File: src/rtl/mod_digit_counter_if.sv
// Control and display signal bundle for mod_digit_counter.
// The master drives counting controls; the slave (the counter) returns digit, segments and wrap pulses.
interface mod_digit_counter_if;
    logic       tick;
    logic [1:0] mode;
    logic       dir;
    logic [3:0] load_val;
    logic       blank;
    logic [3:0] digit;
    logic [6:0] seg;
    logic       carry;
    logic       borrow;

    modport master (
        output tick, mode, dir, load_val, blank,
        input  digit, seg, carry, borrow
    );

    modport slave (
        input  tick, mode, dir, load_val, blank,
        output digit, seg, carry, borrow
    );
endinterface

File: src/rtl/mod_digit_counter.sv
// Prescaled modulo-N up/down digit counter with clear/hold/load modes,
// wrap pulses and an active-low seven-segment decode with blanking.
module mod_digit_counter #(
    parameter int MODULO = 6,
    parameter int DIV    = 1
) (
    input  logic               clock,
    input  logic               reset_n,
    mod_digit_counter_if.slave bus
);

    typedef enum logic [1:0] {
        MODE_RUN   = 2'b00,
        MODE_CLEAR = 2'b01,
        MODE_HOLD  = 2'b10,
        MODE_LOAD  = 2'b11
    } mode_e;

    localparam int             PW        = (DIV > 1) ? $clog2(DIV) : 1;
    localparam logic [PW-1:0]  PRESC_MAX = PW'(DIV - 1);
    localparam logic [3:0]     DIG_MAX   = 4'(MODULO - 1);
    localparam logic [4:0]     MOD_W     = 5'(MODULO);

    logic [PW-1:0] presc_q,  presc_d;
    logic [3:0]    digit_q,  digit_d;
    logic          carry_q,  carry_d;
    logic          borrow_q, borrow_d;

    mode_e mode;
    logic  step;
    logic  load_in_range;
    logic [6:0] seg_raw;

    assign mode          = mode_e'(bus.mode);
    assign step          = (mode == MODE_RUN) && bus.tick && (presc_q == PRESC_MAX);
    assign load_in_range = ({1'b0, bus.load_val} < MOD_W);

    always_comb begin
        presc_d  = presc_q;
        digit_d  = digit_q;
        carry_d  = 1'b0;
        borrow_d = 1'b0;

        unique case (mode)
            MODE_RUN: begin
                if (bus.tick) begin
                    if (step) begin
                        presc_d = '0;
                        if (!bus.dir) begin
                            if (digit_q == DIG_MAX) begin
                                digit_d = 4'd0;
                                carry_d = 1'b1;
                            end else begin
                                digit_d = digit_q + 4'd1;
                            end
                        end else begin
                            if (digit_q == 4'd0) begin
                                digit_d  = DIG_MAX;
                                borrow_d = 1'b1;
                            end else begin
                                digit_d = digit_q - 4'd1;
                            end
                        end
                    end else begin
                        presc_d = presc_q + PW'(1);
                    end
                end
            end
            MODE_CLEAR: begin
                presc_d = '0;
                digit_d = 4'd0;
            end
            MODE_HOLD: begin
                presc_d = presc_q;
                digit_d = digit_q;
            end
            MODE_LOAD: begin
                // Out-of-range loads saturate so the digit can never leave 0..MODULO-1.
                presc_d = '0;
                digit_d = load_in_range ? bus.load_val : DIG_MAX;
            end
            default: begin
                presc_d = presc_q;
                digit_d = digit_q;
            end
        endcase
    end

    always_ff @(posedge clock or negedge reset_n) begin
        if (!reset_n) begin
            presc_q  <= '0;
            digit_q  <= 4'd0;
            carry_q  <= 1'b0;
            borrow_q <= 1'b0;
        end else begin
            presc_q  <= presc_d;
            digit_q  <= digit_d;
            carry_q  <= carry_d;
            borrow_q <= borrow_d;
        end
    end

    // Segment order is a..g from MSB to LSB; a 0 lights the segment.
    always_comb begin
        seg_raw = 7'b1111111;
        case (digit_q)
            4'h0: seg_raw = 7'b0000001;
            4'h1: seg_raw = 7'b1001111;
            4'h2: seg_raw = 7'b0010010;
            4'h3: seg_raw = 7'b0000110;
            4'h4: seg_raw = 7'b1001100;
            4'h5: seg_raw = 7'b0100100;
            4'h6: seg_raw = 7'b0100000;
            4'h7: seg_raw = 7'b0001111;
            4'h8: seg_raw = 7'b0000000;
            4'h9: seg_raw = 7'b0000100;
            4'hA: seg_raw = 7'b0001000;
            4'hB: seg_raw = 7'b1100000;
            4'hC: seg_raw = 7'b0110001;
            4'hD: seg_raw = 7'b1000010;
            4'hE: seg_raw = 7'b0110000;
            4'hF: seg_raw = 7'b0111000;
            default: seg_raw = 7'b1111111;
        endcase
    end

    assign bus.digit  = digit_q;
    assign bus.carry  = carry_q;
    assign bus.borrow = borrow_q;
    assign bus.seg    = bus.blank ? 7'b1111111 : seg_raw;

endmodule

File: src/flat_wrapper.sv
// flat-port wrapper written by rule: the top's interface ports become plain ports
module mod_digit_counter_flat 
#(
    parameter int MODULO = 6,
    parameter int DIV    = 1
)
  (clock, reset_n, bus_tick, bus_mode, bus_dir, bus_load_val, bus_blank, bus_digit, bus_seg, bus_carry, bus_borrow);
  mod_digit_counter_if bus_i ();
  input  logic clock;
  input  logic reset_n;
  input wire logic [$bits(bus_i.tick)-1:0] bus_tick;
  input wire logic [$bits(bus_i.mode)-1:0] bus_mode;
  input wire logic [$bits(bus_i.dir)-1:0] bus_dir;
  input wire logic [$bits(bus_i.load_val)-1:0] bus_load_val;
  input wire logic [$bits(bus_i.blank)-1:0] bus_blank;
  output wire logic [$bits(bus_i.digit)-1:0] bus_digit;
  output wire logic [$bits(bus_i.seg)-1:0] bus_seg;
  output wire logic [$bits(bus_i.carry)-1:0] bus_carry;
  output wire logic [$bits(bus_i.borrow)-1:0] bus_borrow;
  assign bus_i.tick = bus_tick;
  assign bus_i.mode = bus_mode;
  assign bus_i.dir = bus_dir;
  assign bus_i.load_val = bus_load_val;
  assign bus_i.blank = bus_blank;
  assign bus_digit = bus_i.digit;
  assign bus_seg = bus_i.seg;
  assign bus_carry = bus_i.carry;
  assign bus_borrow = bus_i.borrow;
  mod_digit_counter #(.MODULO(MODULO), .DIV(DIV)) u_core (.clock(clock), .reset_n(reset_n), .bus(bus_i));
endmodule
File: config.mk
export PLATFORM = sky130hd
export DESIGN_NAME = mod_digit_counter_flat
export DESIGN_NICKNAME = d
export VERILOG_FILES = /design/src/rtl/mod_digit_counter_if.sv /design/src/rtl/mod_digit_counter.sv /design/src/flat_wrapper.sv
export SDC_FILE = /design/constraint.sdc
export NUM_CORES = 1
export LEC_CHECK = 0
export ABC_AREA = 0
export CAP_MARGIN = 10
export CORE_UTILIZATION = 44
export DETAILED_ROUTE_END_ITERATION = 12
export PLACE_DENSITY = 0.89
export SYNTH_ARGS = -nofsm -noshare
export SYNTH_HDL_FRONTEND = slang
export SYNTH_SLANG_ARGS = --single-unit
File: constraint.sdc
create_clock -name clock -period 1.9 [get_ports clock]
set_input_delay 0.285 -clock clock [delete_from_list [all_inputs] [get_ports clock]]
set_output_delay 0.285 -clock clock [all_outputs]
set_load 0.05 [all_outputs]
==> impl_metrics.json <==
{
  "status": "finished with violations",
  "violations": "negative setup slack",
  "postCtsHoldBufs": 0,
  "post-route-min-period_ps": 1960,
  "worstPathMaxFanout": 5,
  "synthToLayoutAreaGrowth_pct": 68.0,
  "synth.cell_area_um2": 703,
  "overflow": 0,
  "initial_core_util": 0.467,
  "final_cell_mix": "13 x clkdlybuf4s50_1, 13 x buf_4, 10 x nor2_1",
  "grt_antenna_before_repair": 0,
  "synth_edf_count": 0,
  "p_leak_nw": 0.500,
  "fillers": 94,
  "postRouteWirelength_um": 2560,
  "final_hold_viol_count": 0,
  "ys_ff_latch": 7,
  "drc_errors": 0,
  "postSynth.asyncResetShare": 1.00,
  "r2r_start": "u_core.bus.digit[1]",
  "numCtsBuffers": 3,
  "rows": 14,
  "synthDistinctLibCells": 37,
  "synth_top_area_frac": 0.249,
  "place_congestion": 0.835,
  "syn_area_per_cell_um2": 7.99,
  "power_mw": 0.951,
  "io_pins": 24,
  "relSlewSlack": 0.666,
  "die_h_um": 42.0,
  "worst_ir_drop_vdd_mv": 0.643,
  "synth_flop_cell": "dfrtp_1",
  "ys_warn_count": 0,
  "drtIter0Drc": 64,
  "synth.largest_area_cell": "dfrtp_1",
  "dp_hpwl_um": 1620,
  "min_path_type": "input pin to async pin",
  "ant_nets": 0,
  "arrival_ps": 1670,
  "track_usage": 0.318,
  "crit_type": "flip-flop to output pin",
  "max_stage_delay_ps": 490,
  "first_pass_iters": 4,
  "dieWidth_um": 42.0,
  "io_buffers": 23,
  "via_per_inst": 6.77,
  "fin_crit_sh": 1.03,
  "timing.rr.end": "u_core.bus.digit[1]",
  "crit_top_cell": "nand2_1",
  "wire_per_inst_um": 18.7,
  "path_cells": "inv_4 -> ha_2 -> nand2_1 -> nand2_1 -> a211o_2 -> buf_12",
  "vias": 928,
  "rsz0062_at_grt": "yes",
  "synth_area_leaders": "dfrtp_1 25%, ha_1 11%, nor2_1 6.9%",
  "regToRegSetupSlack_ps": 90,
  "max_freq_ghz": 0.511,
  "final.setup.worst_slack_ps": -58.2,
  "cts-root-buf": "clkbuf_4",
  "coreArea_mm2": 0.00151,
  "post-route-util": 0.784,
  "drive_above_1_share": 0.405,
  "synth_nets": 105,
  "cp.required_ps": 1620,
  "reg2regPathDepth": 7,
  "synthCells": 88,
  "worst_path_max_delay_cell": "dfrtp_2",
  "finClkSkew_ps": 3.00,
  "fin_nets": 139,
  "worstSetupEndpointType": "output pin",
  "grt_pass1_wl_um": 4200,
  "clock_latency_ps": 260,
  "tightest_slew_ps": 499,
  "dieArea_mm2": 0.00176,
  "ys_seq_area_frac": 0.249,
  "cts_sinks": 7,
  "cts_buffer_depth": 2,
  "cts_max_level": 1,
  "grt_start_max_net_pins": 21,
  "pre_cts_ws_ps": 36.9,
  "power_density_mw_per_mm2": 806,
  "drv_cap": 0,
  "startpoint_type": "flip-flop",
  "slew_violations": 0,
  "antennaDiodeCount": 0,
  "cts.clk_slew.worst_paths_ps": 60,
  "cts_tree": "built",
  "grt_pass1_vias": 826,
  "finalSetupViolations": 4
}
[power by group]
group	total (mW)	switching [mW]	internal, mW
logic	0.608	0.337	0.271
registers	0.200	0.0379	0.163
clock network	0.143	0.0627	0.0807
total	0.951	0.437	0.514
[cell type report]
class	count	area, um^2	share of cell area
multi-input combinational	71	573	0.485
timing repair buffer	35	362	0.306
inverter	4	20.0	0.0169
sequential	7	180	0.153
clock buffer	4	26.3	0.0222
tap	16	20.0	0.0169
[Yosys cell counts, types with 2 or more instances]
cell / n
a211o_1: 3
a211oi_1: 3
a21oi_1: 3
a311o_1: 2
a31oi_1: 2
and3_1: 2
buf_2: 2
clkbuf_1: 2
dfrtp_1: 7
ha_1: 6
inv_1: 4
nand2_1: 6
nand2b_1: 2
nand3_1: 2
nor2_1: 13
nor2b_1: 2
nor3_1: 2
o21a_1: 3
o21ai_0: 4
[registers in the layout (all words and copies together) (netlist names)]
signal	cells
u_core.bus.digit	4
u_core.bus.borrow	1
u_core.presc_q	1
u_core.bus.carry	1
[worst max path at each step]
stage | start | to | cells past startpoint
floorplan | u_core.bus.digit[2] | bus_seg[1] | 5
global placement | u_core.bus.digit[1] | bus_seg[6] | 6
detailed placement | bus_dir | u_core.bus.digit[3] | 6
CTS | u_core.bus.digit[0] | bus_seg[6] | 6
global route | u_core.bus.digit[0] | bus_seg[3] | 6
finish | u_core.bus.digit[0] | bus_seg[3] | 6
[routing by layer]
metal  wire length (um)  up-vias  share of wire  track usage
met5                  0        -              0            0
met4                133        0          0.052        0.181
met1                995      438           0.39        0.403
met3                203       20          0.079       0.0302
met2               1220       73           0.48        0.525
li1                   -      397              -            -
[logic make-up (layout without fill, tap and decap cells)]
group,count (synthesis),after routing,synth area share
compound gates,30,30,0.320
fa+ha+maj,6,6,0.107
buf+inv,10,43,0.0676
flops,7,7,0.249
simple gates,35,35,0.256
[metrics by stage]
stage | TNS, ps | instances | area, um^2 | hold WS (ps)
after floorplan | -137 | 88 | 723 | -10.6
after CTS | -54.6 | 136 | 1150 | 282
final | -153 | 137 | 1180 | 271
after global routing | -508 | 137 | 1180 | 295
after detailed placement | 0 | 125 | 998 | 540
after global placement | 0 | 125 | 998 | 513
[critical path, delay by kind of cell (launching register included)]
family | cells | cell delay [ps]
compound gates | 1 | 320
fa+ha+maj | 1 | 210
buf+inv | 2 | 250
flops | 1 | 490
simple gates | 2 | 150
[repair_timing]
item	4_1_cts	5_1_grt
hold endpoints to repair	0	0
gates resized for setup	20	7
endpoints found under the setup margin	6	8
buffers inserted	7	1
pin swaps	4	3
(Power assumes the default switching activity.)
